==> config.mk <==
export PLATFORM = sky130hd
export DESIGN_NAME = input_sampler
export DESIGN_NICKNAME = d
export VERILOG_FILES = /design/src/rtl/input_sampler_pkg.sv /design/src/rtl/input_sampler_button_debouncer.sv /design/src/rtl/input_sampler.sv
export SDC_FILE = /design/constraint.sdc
export NUM_CORES = 1
export LEC_CHECK = 0
export BUFFER_PORTS_ARGS = -buffer_cell sky130_fd_sc_hd__clkbuf_2
export CAP_MARGIN = 30
export CORE_MARGIN = 2
export CORE_UTILIZATION = 40
export DETAILED_ROUTE_END_ITERATION = 16
export GPL_TIMING_DRIVEN = 0
export MAX_ROUTING_LAYER = met4
export PLACE_DENSITY_LB_ADDON = 0.15
export SETUP_SLACK_MARGIN = 0.1
export SLEW_MARGIN = 20
export SYNTH_ARGS = -nofsm -noshare
export SYNTH_HDL_FRONTEND = slang
export SYNTH_SLANG_ARGS = --single-unit
==> constraint.sdc <==
create_clock -name sys_clk -period 4.6 [get_ports sys_clk]
set_input_delay 0.69 -clock sys_clk [delete_from_list [all_inputs] [get_ports sys_clk]]
set_output_delay 0.69 -clock sys_clk [all_outputs]
set_load 0.03 [all_outputs]
==> src/rtl/input_sampler_pkg.sv <==
// Shared constants for the player-input front end: button map and default sizing.
package input_sampler_pkg;

    localparam int INPUT_DEPTH_DEF     = 5;
    localparam int DEBOUNCE_CYCLES_DEF = 500000;
    localparam int DB_CNT_WIDTH_DEF    = 19;

    localparam int BTN_LEFT   = 0;
    localparam int BTN_RIGHT  = 1;
    localparam int BTN_JUMP   = 2;
    localparam int BTN_ATTACK = 3;
    localparam int BTN_BLOCK  = 4;

endpackage

==> src/rtl/input_sampler_button_debouncer.sv <==
// One button: two-flop synchronizer, persistence-count debouncer, press-edge pulse.
module button_debouncer
    import input_sampler_pkg::*;
#(
    parameter int DEBOUNCE_CYCLES = DEBOUNCE_CYCLES_DEF,
    parameter int DB_CNT_WIDTH    = DB_CNT_WIDTH_DEF
) (
    input  logic i_clk,
    input  logic i_rst_n,
    input  logic i_raw_n,
    output logic o_stable,
    output logic o_rise
);

    localparam logic [DB_CNT_WIDTH-1:0] CNT_LAST = DB_CNT_WIDTH'(DEBOUNCE_CYCLES - 1);

    logic                    r_sync1;
    logic                    r_sync2;
    logic                    r_stable;
    logic                    r_stable_d;
    logic [DB_CNT_WIDTH-1:0] r_cnt;
    logic                    w_synced;

    // Pins are active-low; the synchronizer resets to the released level.
    assign w_synced = ~r_sync2;

    always_ff @(posedge i_clk or negedge i_rst_n) begin
        if (!i_rst_n) begin
            r_sync1    <= 1'b1;
            r_sync2    <= 1'b1;
            r_stable   <= 1'b0;
            r_stable_d <= 1'b0;
            r_cnt      <= '0;
        end else begin
            r_sync1    <= i_raw_n;
            r_sync2    <= r_sync1;
            r_stable_d <= r_stable;
            if (w_synced == r_stable) begin
                r_cnt <= '0;
            end else if (r_cnt == CNT_LAST) begin
                r_stable <= w_synced;
                r_cnt    <= '0;
            end else begin
                r_cnt <= r_cnt + 1'b1;
            end
        end
    end

    // High for the single cycle in which the debounced level is newly pressed.
    assign o_stable = r_stable;
    assign o_rise   = r_stable & ~r_stable_d;

endmodule

==> src/rtl/input_sampler.sv <==
// Two-player input front end: per-bit debouncers, sticky press accumulators and
// a frame-coherent snapshot taken on frame_tick.
module input_sampler
    import input_sampler_pkg::*;
#(
    parameter int INPUT_DEPTH     = INPUT_DEPTH_DEF,
    parameter int DEBOUNCE_CYCLES = DEBOUNCE_CYCLES_DEF,
    parameter int DB_CNT_WIDTH    = DB_CNT_WIDTH_DEF
) (
    input  logic                   sys_clk,
    input  logic                   rst,
    input  logic [INPUT_DEPTH-1:0] p1_raw,
    input  logic [INPUT_DEPTH-1:0] p2_raw,
    input  logic                   frame_tick,
    output logic [INPUT_DEPTH-1:0] p1_inputs,
    output logic [INPUT_DEPTH-1:0] p2_inputs,
    output logic [INPUT_DEPTH-1:0] p1_pressed,
    output logic [INPUT_DEPTH-1:0] p2_pressed,
    output logic                   inputs_valid,
    output logic [INPUT_DEPTH-1:0] dbg_p1_stable,
    output logic [INPUT_DEPTH-1:0] dbg_p2_stable
);

    logic [INPUT_DEPTH-1:0] w_p1_stable;
    logic [INPUT_DEPTH-1:0] w_p2_stable;
    logic [INPUT_DEPTH-1:0] w_p1_rise;
    logic [INPUT_DEPTH-1:0] w_p2_rise;

    logic [INPUT_DEPTH-1:0] r_p1_acc;
    logic [INPUT_DEPTH-1:0] r_p2_acc;
    logic [INPUT_DEPTH-1:0] r_p1_inputs;
    logic [INPUT_DEPTH-1:0] r_p2_inputs;
    logic [INPUT_DEPTH-1:0] r_p1_pressed;
    logic [INPUT_DEPTH-1:0] r_p2_pressed;
    logic                   r_valid;

    for (genvar g = 0; g < INPUT_DEPTH; g++) begin : g_btn
        button_debouncer #(
            .DEBOUNCE_CYCLES (DEBOUNCE_CYCLES),
            .DB_CNT_WIDTH    (DB_CNT_WIDTH)
        ) u_p1 (
            .i_clk    (sys_clk),
            .i_rst_n  (rst),
            .i_raw_n  (p1_raw[g]),
            .o_stable (w_p1_stable[g]),
            .o_rise   (w_p1_rise[g])
        );
        button_debouncer #(
            .DEBOUNCE_CYCLES (DEBOUNCE_CYCLES),
            .DB_CNT_WIDTH    (DB_CNT_WIDTH)
        ) u_p2 (
            .i_clk    (sys_clk),
            .i_rst_n  (rst),
            .i_raw_n  (p2_raw[g]),
            .o_stable (w_p2_stable[g]),
            .o_rise   (w_p2_rise[g])
        );
    end

    // A rise coinciding with frame_tick lands in this snapshot, so the
    // accumulator is cleared rather than set on that cycle.
    always_ff @(posedge sys_clk or negedge rst) begin
        if (!rst) begin
            r_p1_acc     <= '0;
            r_p2_acc     <= '0;
            r_p1_inputs  <= '0;
            r_p2_inputs  <= '0;
            r_p1_pressed <= '0;
            r_p2_pressed <= '0;
            r_valid      <= 1'b0;
        end else begin
            r_valid <= frame_tick;
            if (frame_tick) begin
                r_p1_inputs  <= w_p1_stable;
                r_p2_inputs  <= w_p2_stable;
                r_p1_pressed <= r_p1_acc | w_p1_rise;
                r_p2_pressed <= r_p2_acc | w_p2_rise;
                r_p1_acc     <= '0;
                r_p2_acc     <= '0;
            end else begin
                r_p1_acc <= r_p1_acc | w_p1_rise;
                r_p2_acc <= r_p2_acc | w_p2_rise;
            end
        end
    end

    // inputs_valid is a one-cycle strobe with no ready: the snapshot vectors
    // changed on this cycle and hold until the next strobe.
    assign p1_inputs     = r_p1_inputs;
    assign p2_inputs     = r_p2_inputs;
    assign p1_pressed    = r_p1_pressed;
    assign p2_pressed    = r_p2_pressed;
    assign inputs_valid  = r_valid;
    assign dbg_p1_stable = w_p1_stable;
    assign dbg_p2_stable = w_p2_stable;

endmodule
==> results of run 1 <==
[worst max-delay path: stages (launching register included)]
cell      delay [ps]
dfrtp_1          400
ha_1             220
and4_1           200
clkbuf_1         290
nand4_1          250
o21ai_1          710
buf_2            350
nor2_1            80
[synthesized netlist by cell type (15+ instances only)]
cell     count
nand2_1     62
or3_1       38
dfstp_2     20
inv_1       50
nand3_1     56
xor2_1      61
nor4_1      26
nor2_1     177
o21ai_0     29
a21oi_1     66
nand4_1     52
and4_1      15
dfrtp_1    241
or4_1       27
nor3_1      27
xnor2_1     73
o31ai_1     20
[final cells by class]
class | instances | area share
Buffer | 34 | 0.0136
Clock buffer | 50 | 0.0694
Clock inverter | 5 | 0.00578
Inverter | 50 | 0.0138
Multi-Input combinational cell | 798 | 0.358
Sequential cell | 261 | 0.481
Tap cell | 384 | 0.0352
Timing Repair Buffer | 47 | 0.0233
[cells in the final DEF (no fill, tap or decap), drive strengths merged, types with 24 or more instances in the layout]
cell type / Yosys / routed
nand4: 52 / 52
dfrtp: 241 / 241
o31ai: 24 / 24
clkbuf: 12 / 105
xnor2: 73 / 73
or4: 27 / 27
inv: 50 / 51
nor2: 177 / 177
nand3: 56 / 56
nor4: 26 / 26
a21oi: 66 / 66
or3: 38 / 38
o21ai: 35 / 35
buf: 22 / 26
nand2: 62 / 62
xor2: 61 / 61
nor3: 27 / 27
[how the worst max path moves through the flow]
stage	endpoint	slack, ps	cells past startpoint
2_1_floorplan	g_btn[3].u_p2.r_cnt[10]$_DFF_PN0_	2580	5
4_1_cts	g_btn[2].u_p1.r_cnt[12]$_DFF_PN0_	1970	7
3_3_place_gp	g_btn[3].u_p1.r_cnt[1]$_DFF_PN0_	-2860	1
5_1_grt	g_btn[2].u_p1.r_cnt[8]$_DFF_PN0_	1680	7
6_report	g_btn[2].u_p1.r_cnt[12]$_DFF_PN0_	1980	7
3_5_place_dp	g_btn[2].u_p1.r_cnt[12]$_DFF_PN0_	1990	7
[stage by stage]
step	TNS (ps)	power [mW]	util	hold WS, ps
2_1_floorplan	0	2.50	-	345
3_3_place_gp	-701360	2.59	0.433	346
3_5_place_dp	0	2.60	0.436	347
4_1_cts	0	5.07	0.472	87.6
5_1_grt	0	5.19	0.472	106
6_report	0	4.98	0.472	83.1
[layer usage]
metal	GRT usage	wire length, um
met1	0.226	11300
met3	0.0238	815
met2	0.247	10300
met4	0.0396	542
met5	-	0
[registers in the layout, summed over array words and instances (netlist names)]
register and cells:
g_btn.u_p2.o_stable 5, p1_pressed 5, p2_pressed 5, p1_inputs 5, r_p1_acc 5, p2_inputs 5
g_btn.u_p1.r_stable_d 5, g_btn.u_p1.o_stable 5, g_btn.u_p1.r_sync2 5, r_p2_acc 5, g_btn.u_p1.r_sync1 5, g_btn.u_p2.r_cnt 95
g_btn.u_p1.r_cnt 95, g_btn.u_p2.r_stable_d 5, g_btn.u_p2.r_sync1 5, g_btn.u_p2.r_sync2 5, inputs_valid 1
[power breakdown]
| part | total (mW) | internal, mW | leakage, nW | switching, mW |
|---|---|---|---|---|
| combinational | 0.179 | 0.0522 | 1.52 | 0.127 |
| clock | 2.42 | 1.50 | 0.505 | 0.921 |
| sequential | 2.37 | 2.34 | 3.54 | 0.0335 |
[logic make-up after synthesis]
logic type | share of synthesized area
compound gates | 0.0656
fa+ha+maj | 0.0106
buf+inv | 0.0315
flops | 0.555
simple gates | 0.223
mux | 0.0155
xor+xnor | 0.0993
==> flow_summary.toml, run 1 <==
[sta]
hold_violations = 0
period_share = 0.570
setup_viol = 0
rsz0062_at_grt = "no"
worstMarginPinSlew_ps = 806
fmax_mhz = 381
fin_skew_ps = 6.31
slew_viol_final = 0
slew_headroom = 0.459
finalCriticalPeriod_ps = 2620
timing.final.ws_setup_ps = 1980

[worst_setup_path]
start_kind = "flop"
r2r_slack_ps = 1980
r2r_start = "g_btn[2].u_p1.r_cnt[0]$_DFF_PN0_"
crit_type = "flop to flop"
critPathCaptureType = "flop"
crit_fanout = 10
crit_arrival_ps = 3040
crit_required_ps = 5020
reg2reg_to = "g_btn[2].u_p1.r_cnt[12]$_DFF_PN0_"
rr_worst_depth = 7
worstSetupStartpoint = "g_btn[2].u_p1.r_cnt[0]$_DFF_PN0_"

[place]
place_hpwl_mm = 15.4
port-buffer-count = 43
dpl.cell_count = 1574
postPlaceCellArea_sq_um = 12600
gp_congestion = 0.792
preCtsSetupSlack_ps = 1990

[die]
ios = 44
start_util = 0.408
die_y_um = 176
coreArea_sq_um = 28900
dieArea_sq_um = 30900
fp-row-count = 62
dieWidth_um = 176

[logic_synthesis]
syn_area_per_cell_sq_um = 10.3
yosys.area.top_type = "dfrtp_1"
netlist_area_sq_um = 11800
synth_top_cell_area_share = 0.510
yosys-top-cells-area = "dfrtp_1 (51%), nor2_1 (5.6%), xnor2_1 (5.4%), xor2_1 (4.5%), dfstp_2 (4.4%)"
synth_cell_types = 39
ys_seq_elements = 261
synth_edf_count = 0
synthFlopType = "dfrtp_1"
synth-async-reset-ratio = 1.00
ys_seq_area_frac = 0.555
yosys_warnings = 0
syn_nets = 1166
synth_cells = 1143

[power_and_ir_drop]
max-vdd-ir-drop_v = 0.000255
p_leak_nw = 5.56
powerDensity_nw_per_um2 = 365

[detailed_routing]
drt_pass1_iterations = 5
viasPerCell = 5.15
ant_nets = 0
drt_iter0_drc = 450
drc = 0
wirelength_mm = 22.9
routedWlPerCell_um = 14.1
num_vias = 8392

[cts]
clock_path_buffers = 3
post_cts_buffers = 0
path_clk_slew_ps = 60
tritoncts = "built"
cts.repair.resized = 0
clkLatencyLatePin_ps = 540
hold_buffers = 0
clock-sinks = 261
numCtsBuffers = 30
root_buffer = "clkbuf_16"
htree_levels = 1

[outcome]
status = "complete, no violations"

[cells_and_area]
regArea_sq_um = 6560
nNetsFinal = 1245
n_antenna_cell = 0
final_area_sq_um = 13600
finalNonFillerCells = 1629
area_delta_synth_final_pct = 15.4
multiInputGateArea_sq_um = 4890
final_layout_size_suffix_gt1_frac = 0.133
nFillCells = 2750

[global_routing]
grt_pass1_wl_mm = 40.7
grtUsageTotal = 0.161
antenna_found_initial = 0
grt-ovfl-total = 0
grt_pass1_vias = 8230
grt_start_max_net_pins = 83

[job]
cap_violations = 0

[worst_hold_path]
hold_path.class = "primary input to async pin"
No activity file was read; power rests on OpenSTA's default activity.
==> run 2, diff against run 1 <==
Clock period 4.6 ns to 2.65 ns, I/O delays scaled along.
==> flow_summary.toml, run 2 (synthesis results as in run 1) <==
[cts]
htree_levels = 1
root_buffer = "clkbuf_16"
clkLatencyLatePin_ps = 540
clock_path_buffers = 3
numCtsBuffers = 30
clock-sinks = 261
path_clk_slew_ps = 60
post_cts_buffers = 0
tritoncts = "built"

[cells_and_area]
nNetsFinal = 1256
area_delta_synth_final_pct = 16.5
finalNonFillerCells = 1640
nFillCells = 2737
n_antenna_cell = 0
layout_commonest_cell = "dfrtp_1"
mostFrequentLayoutCells = "dfrtp_1 (241), nor2_1 (177), xnor2_1 (73)"
final_area_sq_um = 13800
final_layout_size_suffix_gt1_frac = 0.133
utilization = 0.476
top_regs = "g_btn.u_p1.r_cnt (95), g_btn.u_p2.r_cnt (95)"

[detailed_routing]
wirelength_mm = 23.0
routedWlPerCell_um = 14.0
drt_pass1_iterations = 5
num_vias = 8421
drt_iter0_drc = 491
ant_nets = 0
drc = 0
viasPerCell = 5.13

[worst_setup_path]
crit_arrival_ps = 2700
r2r_slack_ps = 370
r2r_start = "g_btn[2].u_p1.r_cnt[0]$_DFF_PN0_"
worstSetupStartpoint = "g_btn[2].u_p1.r_cnt[0]$_DFF_PN0_"
crit_required_ps = 3070
start_kind = "flop"
reg2reg_to = "g_btn[2].u_p1.r_cnt[12]$_DFF_PN0_"
cpPeakStageDelay_ps = 400
path_cells = "ha_1 -> and4_1 -> clkbuf_1 -> nand4_1 -> o21ai_4 -> buf_2 -> nor2_1"
crit_type = "flop to flop"
rr_worst_depth = 7
critPathCaptureType = "flop"
crit_fanout = 10
cp_slowest_cell = "dfrtp_1"

[place]
postPlaceCellArea_sq_um = 12600
gp_congestion = 0.792
place_hpwl_mm = 15.4
port-buffer-count = 43
dpl.cell_count = 1574

[die]
die_y_um = 176
dieArea_sq_um = 30900
ios = 44
coreArea_sq_um = 28900
fp-row-count = 62
dieWidth_um = 176
start_util = 0.408

[outcome]
status = "complete, no violations"

[sta]
slew_viol_final = 0
finalCriticalPeriod_ps = 2280
setup_viol = 0
rsz0062_at_grt = "no"
fmax_mhz = 439
period_share = 0.859
whs_ps = 40.5
slew_headroom = 0.606
fin_skew_ps = 6.36
hold_violations = 0
worstMarginPinSlew_ps = 591

[power_and_ir_drop]
p_leak_nw = 5.61
p_sw_mw = 1.88
clock_power_share = 0.486
powerDensity_nw_per_um2 = 628
pwr-share-comb = 0.038
power_frac_seq = 0.476
sw_frac_of_total = 0.217
p_int_mw = 6.77
max-vdd-ir-drop_v = 0.000443
total_power_mw = 8.65

[global_routing]
grt_pass1_wl_mm = 40.8
antenna_found_initial = 0
use_met2 = 0.248
grt-ovfl-total = 0
use_met1 = 0.226
use_met3 = 0.0238
grtUsageTotal = 0.161
grt_start_max_net_pins = 83
grt_pass1_vias = 8273
grt.busiest_layer = "met2"

[worst_hold_path]
min_from = "frame_tick"
hold_path.class = "primary input to flop"
hold_depth = 1
hold_end = "inputs_valid$_DFF_PN0_"

[job]
cap_violations = 0
==> run 2: cell count changes in the layout (fill, tap and decap cells not counted) <==
| cell | change |
|---|---|
| clkbuf_1 | -1 |
| clkbuf_2 | +1 |
| dlygate4sd3_1 | +11 |
| o21ai_1 | -1 |
| o21ai_2 | -1 |
| o21ai_4 | +2 |
==> run 2: timing repair <==
| item | in CTS | in global routing |
|---|---|---|
| gates cloned | 0 | 0 |
| setup endpoints to repair | 10 | 20 |
| pin swaps | 0 | 1 |
| resized for setup | 1 | 4 |
| hold buffers | 11 | 0 |
| endpoints found under the hold margin | 51 | 0 |
==> run 2: worst max-delay path by stage <==
stage,end,cells after the start
final,g_btn[2].u_p1.r_cnt[12]$_DFF_PN0_,7
after global routing,g_btn[2].u_p1.r_cnt[8]$_DFF_PN0_,7
after CTS,g_btn[0].u_p2.r_cnt[11]$_DFF_PN0_,6
after detailed placement,g_btn[2].u_p1.r_cnt[12]$_DFF_PN0_,7
after global placement,g_btn[3].u_p1.r_cnt[1]$_DFF_PN0_,1
after floorplan,g_btn[3].u_p2.r_cnt[10]$_DFF_PN0_,5
==> run 2: through the flow <==
step / setup WS [ps] / setup TNS (ps)
finish: 373 / 0
global route: 119 / 0
CTS: 134 / 0
detailed placement: 43.5 / 0
global placement: -4520 / -1133970
floorplan: 626 / 0
==> run 2: power by group through the flow <==
| stage | combinational (mW) | clock (mW) | sequential [mW] |
|---|---|---|---|
| CTS | 0.340 | 4.34 | 4.12 |
| floorplan | 0.136 | 0 | 4.20 |
| finish | 0.326 | 4.21 | 4.12 |
| global route | 0.379 | 4.52 | 4.13 |
| detailed placement | 0.326 | 0 | 4.19 |
| global placement | 0.306 | 0 | 4.19 |
==> run 2: cell type report <==
cell class                      count  area, sq um  share of cell area
Inverter                           50          188              0.0136
Timing Repair Buffer               58          428              0.0311
Clock buffer                       50          947              0.0688
Buffer                             34          186              0.0135
Tap cell                          384          480              0.0349
Sequential cell                   261         6560               0.476
Multi-Input combinational cell    798         4910               0.356
Clock inverter                      5         78.8             0.00572
==> run 2: routing by layer <==
layer / share of wire / vias up
li1: - / 4203
met1: 0.50 / 4077
met2: 0.45 / 97
met3: 0.031 / 44
met4: 0.024 / 0
met5: 0 / -
==> run 2: critical path: cells and delay by family (launching register included) <==
kind,cells,cell delay [ps]
AND/OR/NAND/NOR,3,580
adder cells (fa/ha/maj),1,220
buffers and inverters,2,570
flip-flops,1,400
AO/OA/AOI/OAI,1,380
==> run 3, diff against run 2 <==
Settings changed: ABC_AREA set to 1.
==> flow_summary.toml, run 3 <==
[detailed_routing]
drt_pass1_iterations = 5
ant_nets = 0
wirelength_mm = 28.7
drc = 0
viasPerCell = 4.68
routedWlPerCell_um = 12.4
drt_iter0_drc = 485
num_vias = 10800

[logic_synthesis]
netlist_area_sq_um = 13600
synth_cells = 1749
synthFlopType = "dfrtp_1"
yosys_warnings = 0
synth-async-reset-ratio = 1.00
synth_edf_count = 0
synth_cell_types = 29
yosys-top-cells-area = "dfrtp_1 (44%), nor2_1 (12%), nand2_1 (9.6%), nand3_1 (5.2%), inv_1 (5.0%)"
syn_nets = 1772
synth_top_cell_area_share = 0.442
ys_seq_elements = 261
netlist_top_cells_count = "nor2_1 (449), nand2_1 (349), dfrtp_1 (241)"
ys_seq_area_frac = 0.480
syn_area_per_cell_sq_um = 7.80
synth.most_common_cell = "nor2_1"
yosys.area.top_type = "dfrtp_1"

[cells_and_area]
regArea_sq_um = 6560
area_delta_synth_final_pct = 15.0
final_layout_size_suffix_gt1_frac = 0.126
nNetsFinal = 1863
mostFrequentLayoutCells = "nor2_1 (449), nand2_1 (349), dfrtp_1 (241)"
n_antenna_cell = 0
layout_commonest_cell = "nor2_1"
nFillCells = 3312
multiInputGateArea_sq_um = 6210
top_regs = "g_btn.u_p1.r_cnt (95), g_btn.u_p2.r_cnt (95)"
utilization = 0.468

[worst_setup_path]
crit_arrival_ps = 1500
critPathCaptureType = "output port"
critPathBufInv = 2
path_cells = "buf_4 -> clkbuf_2"
start_kind = "flop"
crit_required_ps = 2250
crit_family = "flip-flops"
crit_type = "flop to output port"
cpPeakStageDelay_ps = 570
cp_slowest_cell = "dfrtp_1"
r2r_slack_ps = 1120
crit_fanout = 6

[global_routing]
antenna_found_initial = 0
grt_start_max_net_pins = 82
grt-ovfl-total = 0
grt_pass1_wl_mm = 50.6
grtUsageTotal = 0.173
grt_pass1_vias = 10600

[die]
dieArea_sq_um = 35600
start_util = 0.407
dieWidth_um = 189
die_y_um = 189
ios = 44
fp-row-count = 67
coreArea_sq_um = 33500

[power_and_ir_drop]
powerDensity_nw_per_um2 = 562
p_leak_nw = 7.00
total_power_mw = 8.82
max-vdd-ir-drop_v = 0.000525

[place]
gp_congestion = 0.883
place_hpwl_mm = 20.5
port-buffer-count = 43
preCtsSetupSlack_ps = 962

[sta]
slew_viol_final = 0
slew_headroom = 0.518
period_share = 0.714
worstMarginPinSlew_ps = 724
fmax_mhz = 528
hold_violations = 0
fin_skew_ps = 16.5
setup_viol = 0
timing.final.ws_setup_ps = 757
rsz0062_at_grt = "no"
setup_tns_ps = 0
finalCriticalPeriod_ps = 1890

[job]
cap_violations = 0

[cts]
clock-sinks = 261
root_buffer = "clkbuf_16"
htree_levels = 1
tritoncts = "built"
clock_path_buffers = 3
numCtsBuffers = 31
clkLatencyLatePin_ps = 560
path_clk_slew_ps = 60
cts.repair.resized = 0

[worst_hold_path]
hold_path.class = "primary input to async pin"

[outcome]
status = "complete, no violations"
==> run 3: stage by stage <==
step	instances	instance area, sq um	hold WS (ps)
floorplan	1749	13600	102
global placement	2240	14400	346
detailed placement	2243	14500	347
CTS	2310	15700	335
global route	2310	15700	359
finish	2310	15700	343
==> run 3: logic make-up after synthesis <==
kind of cell	after synthesis	synth area share
and+or+nand+nor	1078	0.344
DFF	261	0.480
buffers and inverters	217	0.0646
xor gates and xnor gates	100	0.0647
AOI/OAI and AO/OA	76	0.0309
adders and majority gates	10	0.00917
muxes	7	0.00578
==> run 3: report_power, final <==
| part | total (mW) | leakage (nW) | internal (mW) | switching (mW) |
|---|---|---|---|---|
| clock network | 4.36 | 0.522 | 2.71 | 1.65 |
| logic | 0.344 | 2.95 | 0.102 | 0.242 |
| registers | 4.11 | 3.53 | 4.07 | 0.0445 |
==> run 3: layout make-up <==
type / instances / area share
buffer: 31 / 0.0117
clock buffer: 42 / 0.0565
clock inverter: 13 / 0.0111
inverter: 186 / 0.0445
multi-input combinational: 1271 / 0.396
sequential: 261 / 0.418
tap: 448 / 0.0357
timing repair buffer: 58 / 0.0272
==> run 3: worst register-to-register path, stage by stage (launching register included) <==
cell and delay, ps:
dfrtp_1 370, ha_1 200, nand2_1 90, nor2_2 160
nand3_1 210, nand2_1 290, a21oi_1 80
==> run 3: worst paths after layout <==
path | to | startpoint | cells past startpoint
max | dbg_p1_stable[2] | g_btn[2].u_p1.o_stable$_DFFE_PN0P_ | 2
min | g_btn[2].u_p2.r_cnt[15]$_DFF_PN0_ | rst | 2
max reg2reg | g_btn[1].u_p2.r_cnt[17]$_DFF_PN0_ | g_btn[1].u_p2.r_cnt[0]$_DFF_PN0_ | 6
min reg2reg | g_btn[4].u_p1.r_sync2$_DFF_PN1_ | g_btn[4].u_p1.r_sync1$_DFF_PN1_ | 0
max in group asynchronous | g_btn[0].u_p1.r_sync2$_DFF_PN1_ | rst | 4
min in group sys_clk | g_btn[4].u_p1.r_sync2$_DFF_PN1_ | g_btn[4].u_p1.r_sync1$_DFF_PN1_ | 0
==> run 3: repair_timing <==
| item | in CTS | in global routing |
|---|---|---|
| hold endpoints to repair | 52 | 0 |
| buffers inserted | 0 | 0 |
| hold buffers | 12 | 0 |
==> run 3: metal layers <==
| metal | GRT usage | part of all wire | vias up |
|---|---|---|---|
| li1 | - | - | 5604 |
| met1 | 0.228 | 0.48 | 5039 |
| met4 | 0.0370 | 0.014 | 0 |
| met5 | - | 0 | - |
| met3 | 0.0242 | 0.036 | 36 |
| met2 | 0.285 | 0.47 | 135 |
